## src/rtl/mem_register_table_v2_if.sv

```systemverilog
// Command strobe and serialized byte stream between the SPI command buffer
// and the register table.
interface mem_register_table_v2_if #(
  parameter int ADDR_W = 8,
  parameter int DATA_W = 18
);
  logic [ADDR_W-1:0] reg_addr;
  logic [DATA_W-1:0] reg_data;
  logic              reg_input_valid;
  logic [7:0]        byte_out;
  logic              byte_out_valid;
  logic              byte_out_ready;

  modport master (
    output reg_addr, reg_data, reg_input_valid, byte_out_ready,
    input  byte_out, byte_out_valid
  );

  modport slave (
    input  reg_addr, reg_data, reg_input_valid, byte_out_ready,
    output byte_out, byte_out_valid
  );
endinterface

```

## src/rtl/mem_register_table_v2.sv

```systemverilog
// SPI-side register table: decodes register writes into command pulses and
// streams multi-byte readback values LSB-first under valid/ready.
module mem_register_table_v2 #(
  parameter int ADDR_W      = 8,
  parameter int DATA_W      = 18,
  parameter int IDX_W       = 12,
  parameter int STOP_BIT    = 17,
  parameter int NUM_IMG_W   = 12,
  parameter int JPG_SIZE_W  = 24,
  parameter int TIMEOUT_CYC = 255
) (
  input  logic                  sysClk,
  input  logic                  rst,
  mem_register_table_v2_if.slave bus,
  input  logic [NUM_IMG_W-1:0]  num_both_img,
  input  logic                  num_both_img_valid,
  input  logic [JPG_SIZE_W-1:0] jpg_size,
  input  logic                  jpg_size_valid,
  input  logic                  done_reading_img_flag,
  input  logic                  done_erasing_img_flag,
  output logic                  read_num_img,
  output logic                  read_img_size,
  output logic [IDX_W-1:0]      img_index,
  output logic                  start_reading_img_flag,
  output logic                  stop_reading_img_flag,
  output logic                  start_erasing_img_flag,
  output logic                  reset_img_pointer_flag,
  output logic                  busy,
  output logic                  cmd_reject
);

  localparam int MAX_W = (NUM_IMG_W > JPG_SIZE_W) ? NUM_IMG_W : JPG_SIZE_W;
  localparam int VAL_W = ((MAX_W + 7) / 8) * 8;
  localparam int NB_W  = $clog2(VAL_W / 8 + 1);
  localparam int TMR_W = $clog2(TIMEOUT_CYC + 1);
  localparam logic [NB_W-1:0]  NB_NUM   = NB_W'((NUM_IMG_W + 7) / 8);
  localparam logic [NB_W-1:0]  NB_JPG   = NB_W'((JPG_SIZE_W + 7) / 8);
  localparam logic [TMR_W-1:0] TMR_LAST = TMR_W'(TIMEOUT_CYC - 1);

  typedef enum logic [1:0] {S_IDLE, S_REQ, S_SEND} state_t;

  state_t            state_reg, state_next;
  logic              sel_size_reg, sel_size_next;
  logic              status_reg, status_next;
  logic [VAL_W-1:0]  val_reg, val_next;
  logic [NB_W-1:0]   cnt_reg, cnt_next;
  logic [TMR_W-1:0]  tmr_reg, tmr_next;
  logic              rd_busy_reg, rd_busy_next;
  logic              er_busy_reg, er_busy_next;
  logic              err_timeout_reg, err_timeout_next;
  logic              err_badaddr_reg, err_badaddr_next;
  logic [IDX_W-1:0]  img_index_reg, img_index_next;
  logic              start_rd_reg, start_rd_next;
  logic              stop_rd_reg, stop_rd_next;
  logic              start_er_reg, start_er_next;
  logic              rst_ptr_reg, rst_ptr_next;
  logic              reject_reg, reject_next;

  logic [ADDR_W-1:0] addr_w;
  logic [DATA_W-1:0] data_w;
  logic              any_busy;
  logic              unused_bits;

  assign addr_w      = bus.reg_addr;
  assign data_w      = bus.reg_data;
  assign unused_bits = ^{addr_w, data_w};

  always_ff @(posedge sysClk) begin
    if (rst) begin
      state_reg       <= S_IDLE;
      sel_size_reg    <= 1'b0;
      status_reg      <= 1'b0;
      val_reg         <= '0;
      cnt_reg         <= '0;
      tmr_reg         <= '0;
      rd_busy_reg     <= 1'b0;
      er_busy_reg     <= 1'b0;
      err_timeout_reg <= 1'b0;
      err_badaddr_reg <= 1'b0;
      img_index_reg   <= '0;
      start_rd_reg    <= 1'b0;
      stop_rd_reg     <= 1'b0;
      start_er_reg    <= 1'b0;
      rst_ptr_reg     <= 1'b0;
      reject_reg      <= 1'b0;
    end else begin
      state_reg       <= state_next;
      sel_size_reg    <= sel_size_next;
      status_reg      <= status_next;
      val_reg         <= val_next;
      cnt_reg         <= cnt_next;
      tmr_reg         <= tmr_next;
      rd_busy_reg     <= rd_busy_next;
      er_busy_reg     <= er_busy_next;
      err_timeout_reg <= err_timeout_next;
      err_badaddr_reg <= err_badaddr_next;
      img_index_reg   <= img_index_next;
      start_rd_reg    <= start_rd_next;
      stop_rd_reg     <= stop_rd_next;
      start_er_reg    <= start_er_next;
      rst_ptr_reg     <= rst_ptr_next;
      reject_reg      <= reject_next;
    end
  end

  always_comb begin
    state_next       = state_reg;
    sel_size_next    = sel_size_reg;
    status_next      = status_reg;
    val_next         = val_reg;
    cnt_next         = cnt_reg;
    tmr_next         = tmr_reg;
    err_timeout_next = err_timeout_reg;
    err_badaddr_next = err_badaddr_reg;
    img_index_next   = img_index_reg;
    start_rd_next    = 1'b0;
    stop_rd_next     = 1'b0;
    start_er_next    = 1'b0;
    rst_ptr_next     = 1'b0;
    reject_next      = 1'b0;
    // Done pulses land before the acceptance check of a same-cycle command.
    rd_busy_next     = rd_busy_reg & ~done_reading_img_flag;
    er_busy_next     = er_busy_reg & ~done_erasing_img_flag;
    any_busy         = rd_busy_next | er_busy_next;

    case (state_reg)
      S_IDLE: begin
        if (bus.reg_input_valid) begin
          case (addr_w[3:0])
            4'h7: begin
              if (!data_w[STOP_BIT]) begin
                if (!any_busy) begin
                  img_index_next = data_w[IDX_W-1:0];
                  start_rd_next  = 1'b1;
                  rd_busy_next   = 1'b1;
                end else begin
                  reject_next = 1'b1;
                end
              end else if (rd_busy_next) begin
                stop_rd_next = 1'b1;
              end else begin
                reject_next = 1'b1;
              end
            end
            4'hA: begin
              if (!any_busy) begin
                img_index_next = data_w[IDX_W-1:0];
                start_er_next  = 1'b1;
                er_busy_next   = 1'b1;
              end else begin
                reject_next = 1'b1;
              end
            end
            4'hC: begin
              if (any_busy) reject_next = 1'b1;
              else          rst_ptr_next = 1'b1;
            end
            4'h8, 4'h9: begin
              state_next    = S_REQ;
              sel_size_next = addr_w[0];
              status_next   = 1'b0;
              tmr_next      = '0;
            end
            4'hB: begin
              state_next  = S_SEND;
              status_next = 1'b1;
              cnt_next    = NB_W'(1);
              val_next    = VAL_W'({4'b0, err_badaddr_reg, err_timeout_reg,
                                    er_busy_next, rd_busy_next});
            end
            default: begin
              err_badaddr_next = 1'b1;
              reject_next      = 1'b1;
            end
          endcase
        end
      end
      S_REQ: begin
        reject_next = bus.reg_input_valid;
        cnt_next    = sel_size_reg ? NB_JPG : NB_NUM;
        if (sel_size_reg ? jpg_size_valid : num_both_img_valid) begin
          val_next   = sel_size_reg ? VAL_W'(jpg_size) : VAL_W'(num_both_img);
          state_next = S_SEND;
        end else if (tmr_reg == TMR_LAST) begin
          val_next         = sel_size_reg ? VAL_W'({JPG_SIZE_W{1'b1}})
                                          : VAL_W'({NUM_IMG_W{1'b1}});
          err_timeout_next = 1'b1;
          state_next       = S_SEND;
        end else begin
          tmr_next = tmr_reg + TMR_W'(1);
        end
      end
      S_SEND: begin
        reject_next = bus.reg_input_valid;
        if (bus.byte_out_ready) begin
          val_next = val_reg >> 8;
          if (cnt_reg == NB_W'(1)) begin
            state_next = S_IDLE;
            // Error flags are read-to-clear via the status byte.
            if (status_reg) begin
              err_timeout_next = 1'b0;
              err_badaddr_next = 1'b0;
            end
          end else begin
            cnt_next = cnt_reg - NB_W'(1);
          end
        end
      end
      default: state_next = S_IDLE;
    endcase
  end

  assign read_num_img           = (state_reg == S_REQ) && !sel_size_reg;
  assign read_img_size          = (state_reg == S_REQ) && sel_size_reg;
  assign img_index              = img_index_reg;
  assign start_reading_img_flag = start_rd_reg;
  assign stop_reading_img_flag  = stop_rd_reg;
  assign start_erasing_img_flag = start_er_reg;
  assign reset_img_pointer_flag = rst_ptr_reg;
  assign cmd_reject             = reject_reg;
  assign busy                   = (state_reg != S_IDLE) | rd_busy_reg | er_busy_reg;
  assign bus.byte_out           = val_reg[7:0];
  assign bus.byte_out_valid     = (state_reg == S_SEND);

endmodule

```

## src/flat_wrapper.sv

```systemverilog
// flat-port wrapper written by rule: the top's interface ports become plain ports
module mem_register_table_v2_flat 
#(
  parameter int ADDR_W      = 8,
  parameter int DATA_W      = 18,
  parameter int IDX_W       = 12,
  parameter int STOP_BIT    = 17,
  parameter int NUM_IMG_W   = 12,
  parameter int JPG_SIZE_W  = 24,
  parameter int TIMEOUT_CYC = 255
)
  (sysClk, rst, num_both_img, num_both_img_valid, jpg_size, jpg_size_valid, done_reading_img_flag, done_erasing_img_flag, read_num_img, read_img_size, img_index, start_reading_img_flag, stop_reading_img_flag, start_erasing_img_flag, reset_img_pointer_flag, busy, cmd_reject, bus_reg_addr, bus_reg_data, bus_reg_input_valid, bus_byte_out_ready, bus_byte_out, bus_byte_out_valid);
  mem_register_table_v2_if #(.ADDR_W(ADDR_W), .DATA_W(DATA_W)) bus_i ();
  input  logic sysClk;
  input  logic rst;
  input  logic [NUM_IMG_W-1:0] num_both_img;
  input  logic num_both_img_valid;
  input  logic [JPG_SIZE_W-1:0] jpg_size;
  input  logic jpg_size_valid;
  input  logic done_reading_img_flag;
  input  logic done_erasing_img_flag;
  output logic read_num_img;
  output logic read_img_size;
  output logic [IDX_W-1:0] img_index;
  output logic start_reading_img_flag;
  output logic stop_reading_img_flag;
  output logic start_erasing_img_flag;
  output logic reset_img_pointer_flag;
  output logic busy;
  output logic cmd_reject;
  input wire logic [$bits(bus_i.reg_addr)-1:0] bus_reg_addr;
  input wire logic [$bits(bus_i.reg_data)-1:0] bus_reg_data;
  input wire logic [$bits(bus_i.reg_input_valid)-1:0] bus_reg_input_valid;
  input wire logic [$bits(bus_i.byte_out_ready)-1:0] bus_byte_out_ready;
  output wire logic [$bits(bus_i.byte_out)-1:0] bus_byte_out;
  output wire logic [$bits(bus_i.byte_out_valid)-1:0] bus_byte_out_valid;
  assign bus_i.reg_addr = bus_reg_addr;
  assign bus_i.reg_data = bus_reg_data;
  assign bus_i.reg_input_valid = bus_reg_input_valid;
  assign bus_i.byte_out_ready = bus_byte_out_ready;
  assign bus_byte_out = bus_i.byte_out;
  assign bus_byte_out_valid = bus_i.byte_out_valid;
  mem_register_table_v2 #(.ADDR_W(ADDR_W), .DATA_W(DATA_W), .IDX_W(IDX_W), .STOP_BIT(STOP_BIT), .NUM_IMG_W(NUM_IMG_W), .JPG_SIZE_W(JPG_SIZE_W), .TIMEOUT_CYC(TIMEOUT_CYC)) u_core (.sysClk(sysClk), .rst(rst), .bus(bus_i), .num_both_img(num_both_img), .num_both_img_valid(num_both_img_valid), .jpg_size(jpg_size), .jpg_size_valid(jpg_size_valid), .done_reading_img_flag(done_reading_img_flag), .done_erasing_img_flag(done_erasing_img_flag), .read_num_img(read_num_img), .read_img_size(read_img_size), .img_index(img_index), .start_reading_img_flag(start_reading_img_flag), .stop_reading_img_flag(stop_reading_img_flag), .start_erasing_img_flag(start_erasing_img_flag), .reset_img_pointer_flag(reset_img_pointer_flag), .busy(busy), .cmd_reject(cmd_reject));
endmodule
```

## config.mk

```make
export PLATFORM = sky130hd
export DESIGN_NAME = mem_register_table_v2_flat
export DESIGN_NICKNAME = d
export VERILOG_FILES = /design/src/rtl/mem_register_table_v2_if.sv /design/src/rtl/mem_register_table_v2.sv /design/src/flat_wrapper.sv
export SDC_FILE = /design/constraint.sdc
export NUM_CORES = 1
export LEC_CHECK = 0
export ABC_CLOCK_PERIOD_IN_PS = 4300
export BUFFER_PORTS_ARGS = -buffer_cell sky130_fd_sc_hd__buf_2
export CAP_MARGIN = 20
export CORE_MARGIN = 2
export CORE_UTILIZATION = 45
export CTS_BUF_LIST = sky130_fd_sc_hd__clkbuf_16
export CTS_CLUSTER_DIAMETER = 150
export DETAILED_ROUTE_END_ITERATION = 7
export GPL_TIMING_DRIVEN = 0
export HOLD_SLACK_MARGIN = 0.05
export PLACE_DENSITY = 0.69
export SLEW_MARGIN = 20
export SYNTH_ARGS = -nofsm -noshare
export SYNTH_HDL_FRONTEND = slang
export SYNTH_SLANG_ARGS = --single-unit
```

## constraint.sdc

```tcl
create_clock -name sysClk -period 4.3 [get_ports sysClk]
set_clock_uncertainty 0.15 [all_clocks]
set_input_delay 0 -clock sysClk [delete_from_list [all_inputs] [get_ports sysClk]]
set_output_delay 0 -clock sysClk [all_outputs]
set_load 0.05 [all_outputs]
```

After elaboration in Yosys (flattened, before gate mapping). Index checks and enable logic that the tools add are counted.

Bitwise operators: 13. Multipliers: 0. Equality and inequality tests: 24. Order comparisons: 0. Add/subtract/negate cells: 2. Reductions and logical operators: 29. Shift operators: 0. Div/mod/pow operators: 0. Multiplexer cells: 57.

Operator list (count): $mux 24 (7); $pmux 24 s3 (1); $mux 8 (4); $mux 1 (24); $mux 12 (2); $pmux 12 s2 (1); $eq 4x4->1 const B (5); $reduce_and 5->1 (4); $mux 2 (9); $ne 2x2->1 const B (9); $pmux 8 s2 (1); $pmux 2 s3 (2); $reduce_and 6->1 (2); $reduce_bool 2->1 (6); $reduce_or 5->1 (2); $add 8x1->8 const B (1); $eq 8x8->1 const B (1); $not 1->1 (8); $pmux 1 s2 (4); $reduce_or 4->1 (2); $ne 2x1->1 const B (3); $reduce_and 3->1 (2); $reduce_or 2->1 (3); $reduce_or 6->1 (1); other kinds (16) (21).

Register bits after elaboration: 59. Latch bits: 0. Input port bits: 70. Memory bits (writable): 0. Memories kept: 0. ROM bits: 0.

Depth between registers and ports, before layout.
Word-level depth: 8. Mapped depth: 8.

Worst setup path after synthesis. Ideal clock, no wire load.

Path kind: register to register. Start point: reg u_core.state_reg[0]. End point: reg u_core.val_reg[10]. Period minus slack after synthesis: 2253 ps. Setup time: 138 ps. Stages on the path, launching flop included: 8. Setup slack: 2047 ps. Required time: 4012 ps. Path buffers: 1. Data arrival time: 1965 ps. Path through: dfxtp_1 -> inv_1 -> ha_1 -> nor2b_1 -> a2111o_1 -> nor2_1 -> buf_2 -> a311oi_2.

Longest elaborated chain between the ends: 3.

Ends and longest elaborated chain: start, declared (RTL line mem_register_table_v2.sv:42) `state_t state_reg, state_next;`; start signal, assigned (RTL line mem_register_table_v2.sv:87) `state_reg <= state_next;`; $eq 2x2->1 (*); via bus_byte_out_valid (RTL line flat_wrapper.sv:36) `output wire logic [$bits(bus_i.byte_out_valid)-1:0] bus_byte_out_valid;`; $ne 2x2->1 (no source line) / $reduce_bool 3->1 (equally long branches); $reduce_and 5->1 (no source line); end signal, assigned (RTL line mem_register_table_v2.sv:90) `val_reg <= val_next;`; end, declared (RTL line mem_register_table_v2.sv:45) `logic [VAL_W-1:0] val_reg, val_next;`.

The timed path passes the listed nets; every way through them passes the cells marked *. A chain may end at the register's enable or synchronous reset.

Worst setup path in the final report.
Start point: reg u_core.state_reg[1]. End point: reg u_core.val_reg[9].

Longest elaborated chain between the ends: 3.

Ends and longest elaborated chain: $eq 2x1->1, or another cell as far along (RTL line mem_register_table_v2.sv:126) `case (state_reg)`; $ne 3x1->1 (no source line), or another cell as far along; $reduce_and 5->1 (no source line).

Several ways; a longest one is shown, not always the timed one.

==> metrics.yaml <==
grt_usage: 0.2538
fin_nets: 610
synthTopCellsByCount: "59 x dfxtp_1, 49 x a21oi_1, 30 x nand2_1"
synth_mux_area_frac: 0.06620
synth-async-reset-ratio: 0
wirelength_mm: 9.626
drive_gt1_frac: 0.2342
grt_max_degree: 11
p_per_area_nw_per_um2: 510.4
yosysTopAreaCellShare: 0.3676
synth.lib_cells_used.distinct: 54
cts_tree: "done"
diodes: 0
status: "finished clean"
hold_viol_final: 0
hold_class: "input pin to flip-flop"
setup_violations: 0
drt-initial-drc-count: 247
synth.most_common_cell: "dfxtp_1"
antenna_found_initial: 0
post_cts_buffers: 0
drcViolationCount: 0
synthesis.area_sq_um: 3213
slew_violations: 0
viasPerCell: 5.550
crit_fanout: 10
largest_reg_flops: 24
gp_congestion: 0.8811
hpwl_mm: 6.332
clkSlewWorstSetupHoldPaths_ns: 0.05
portBuffers: 86
ios: 99
setup_ws_ns: 1.046
clock_latency_ns: 0.32
synth_edf_count: 0
grt_overflow: 0
yosysWarnings: 0
worst-endpoint-arrival_ns: 3.34
std_cell_rows: 30
synth_area_leaders: "dfxtp_1 37%, a21oi_1 7.6%, mux2i_1 5.9%"
fin_setup_tns_ns: 0
peakVddDrop_mv: 0.3222
crit_path_end_kind: "flip-flop"
cts_root_buf: "clkbuf_16"
vias: 3519
min_to: "u_core.val_reg[1]"
max_slew_margin: 0.4027
synth-compound-area-share: 0.2640
yosysSeqAreaShare: 0.3676
holdPathStages: 4
fmax_mhz: 307.3
synth_fp_nets: 459
fp.dieH_microns: 88.50
synth_adder_area_share: 0.02726
rrSetupSlack_ns: 1.05
initial_core_util: 0.4678
cap_viol_max_count: 0
die-area_sq_um: 7832
min_from: "jpg_size[1]"
ys_ff_latch: 59
synth_largest_area_cell: "dfxtp_1"
first_pass_iters: 5
crit_type: "flip-flop to flip-flop"
grt_pass1_wl_mm: 15.41
yosys_most_used_dff: "dfxtp_1"
timing.rr.start: "u_core.state_reg[1]"
wl_per_cell_microns: 15.18
cts_resized: 0
die_x_microns: 88.50
synth_xor_area_frac: 0.002726
htree_levels: 3
post-route-period-util: 0.7567
rsz0062_at_grt: "no"
worstReg2RegEnd: "u_core.val_reg[9]"
period_minus_slack_ns: 3.254
place_inst: 564
area_growth_pct: 42.64
rr_worst_depth: 8
cp.required_ns: 4.38
syn_avg_cell_area_sq_um: 8.411
numCtsBuffers: 9
dp_slack_ns: 1.712
start_kind: "flip-flop"
synth_top_family_by_area: "compound AO/OA/AOI/OAI gates"
detail-route-antenna-nets: 0
synth-simple-area-share: 0.1869
cts_sinks: 59
grt_pass1_vias: 3332
synth_cells: 382
core_area_sq_um: 6869
cts_buffer_depth: 2
leakage_nw: 1.978
finalNonFillerCells: 634
tightest_slew_ns: 0.8926
-- cell usage in the layout, fill, tap and decap left out, types with 6 or more instances in the layout --
cell type      netlist  final
nand3_1             18     18
inv_1               21     25
clkbuf_1            17     17
o221ai_1            12     12
buf_2                9     95
nor4_1               7      7
dlygate4sd3_1        0     54
buf_4               10     10
nand2_1             30     30
nor2_1              26     26
o21ai_0             14     14
ha_1                 7      7
nand2b_1             6      6
mux2i_1             19     19
a21oi_1             49     49
clkbuf_16            0      9
a311oi_1            11     11
dfxtp_1             59     59
-- worst max-delay path by stage --
stage	startpoint	slack, ns	end	depth (start not counted)
2_1_floorplan	u_core.state_reg[0]	2.05	u_core.val_reg[10]	7
3_3_place_gp	u_core.state_reg[1]	1.71	u_core.val_reg[8]	7
3_5_place_dp	u_core.state_reg[1]	1.71	u_core.val_reg[8]	7
4_1_cts	u_core.state_reg[1]	1.19	u_core.val_reg[8]	8
5_1_grt	u_core.state_reg[1]	0.87	u_core.val_reg[5]	8
6_report	u_core.state_reg[1]	1.05	u_core.val_reg[9]	8
-- where the power goes --
part | internal (mW) | leakage [nW] | switching (mW)
sequential | 0.629 | 0.479 | 0.0474
combinational | 0.361 | 1.35 | 0.624
clock | 0.436 | 0.152 | 0.241
total | 1.43 | 1.98 | 0.912
-- worst max-delay path, cell delays in order, from the launching register on --
cell and delay (ns):
dfxtp_1 0.39, inv_1 0.08, ha_1 0.30, buf_2 0.23, inv_1 0.13, nor2_1 0.69
o221ai_1 0.28, dlygate4sd3_1 0.65, a311oi_2 0.24
-- per-stage QoR --
stage | hold WS [ns] | utilization | area (sq um) | power [mW]
2_1_floorplan | -0.07069 | - | 3213 | 1.385
3_3_place_gp | 0.07827 | 0.5479 | 3764 | 1.592
3_5_place_dp | 0.09236 | 0.5479 | 3764 | 1.606
4_1_cts | 0.05551 | 0.6672 | 4583 | 2.331
5_1_grt | 0.09128 | 0.6672 | 4583 | 2.452
6_report | 0.07697 | 0.6672 | 4583 | 2.339
-- layout make-up --
| type | instances | area (sq um) |
|---|---|---|
| tap | 96 | 120.1 |
| sequential | 59 | 1181 |
| fill | 589 | 2286 |
| clock inverter | 7 | 53.80 |
| inverter | 21 | 78.83 |
| multi-input combinational | 265 | 1758 |
| buffer | 37 | 195.2 |
| timing repair buffer | 140 | 970.9 |
| clock buffer | 9 | 225.2 |
-- per-layer routing --
layer | GRT usage | part of all wire
met5 | 0 | 0
met1 | 0.3019 | 0.42
met3 | 0.04384 | 0.049
met2 | 0.4545 | 0.51
met4 | 0.09780 | 0.015
-- cells by family after synthesis --
| family | Yosys count |
|---|---|
| muxes | 21 |
| and+or+nand+nor | 116 |
| buffers and inverters | 58 |
| DFF | 59 |
| adders and majority gates | 7 |
| xor gates and xnor gates | 1 |
| AOI/OAI and AO/OA | 120 |
-- repair_timing --
| action | 4_1_cts | 5_1_grt |
|---|---|---|
| hold buffers | 54 | 0 |
| endpoints found under the hold margin | 47 | 0 |
| endpoints found under the setup margin | 0 | 0 |
Power figures use the tool's default switching activity.
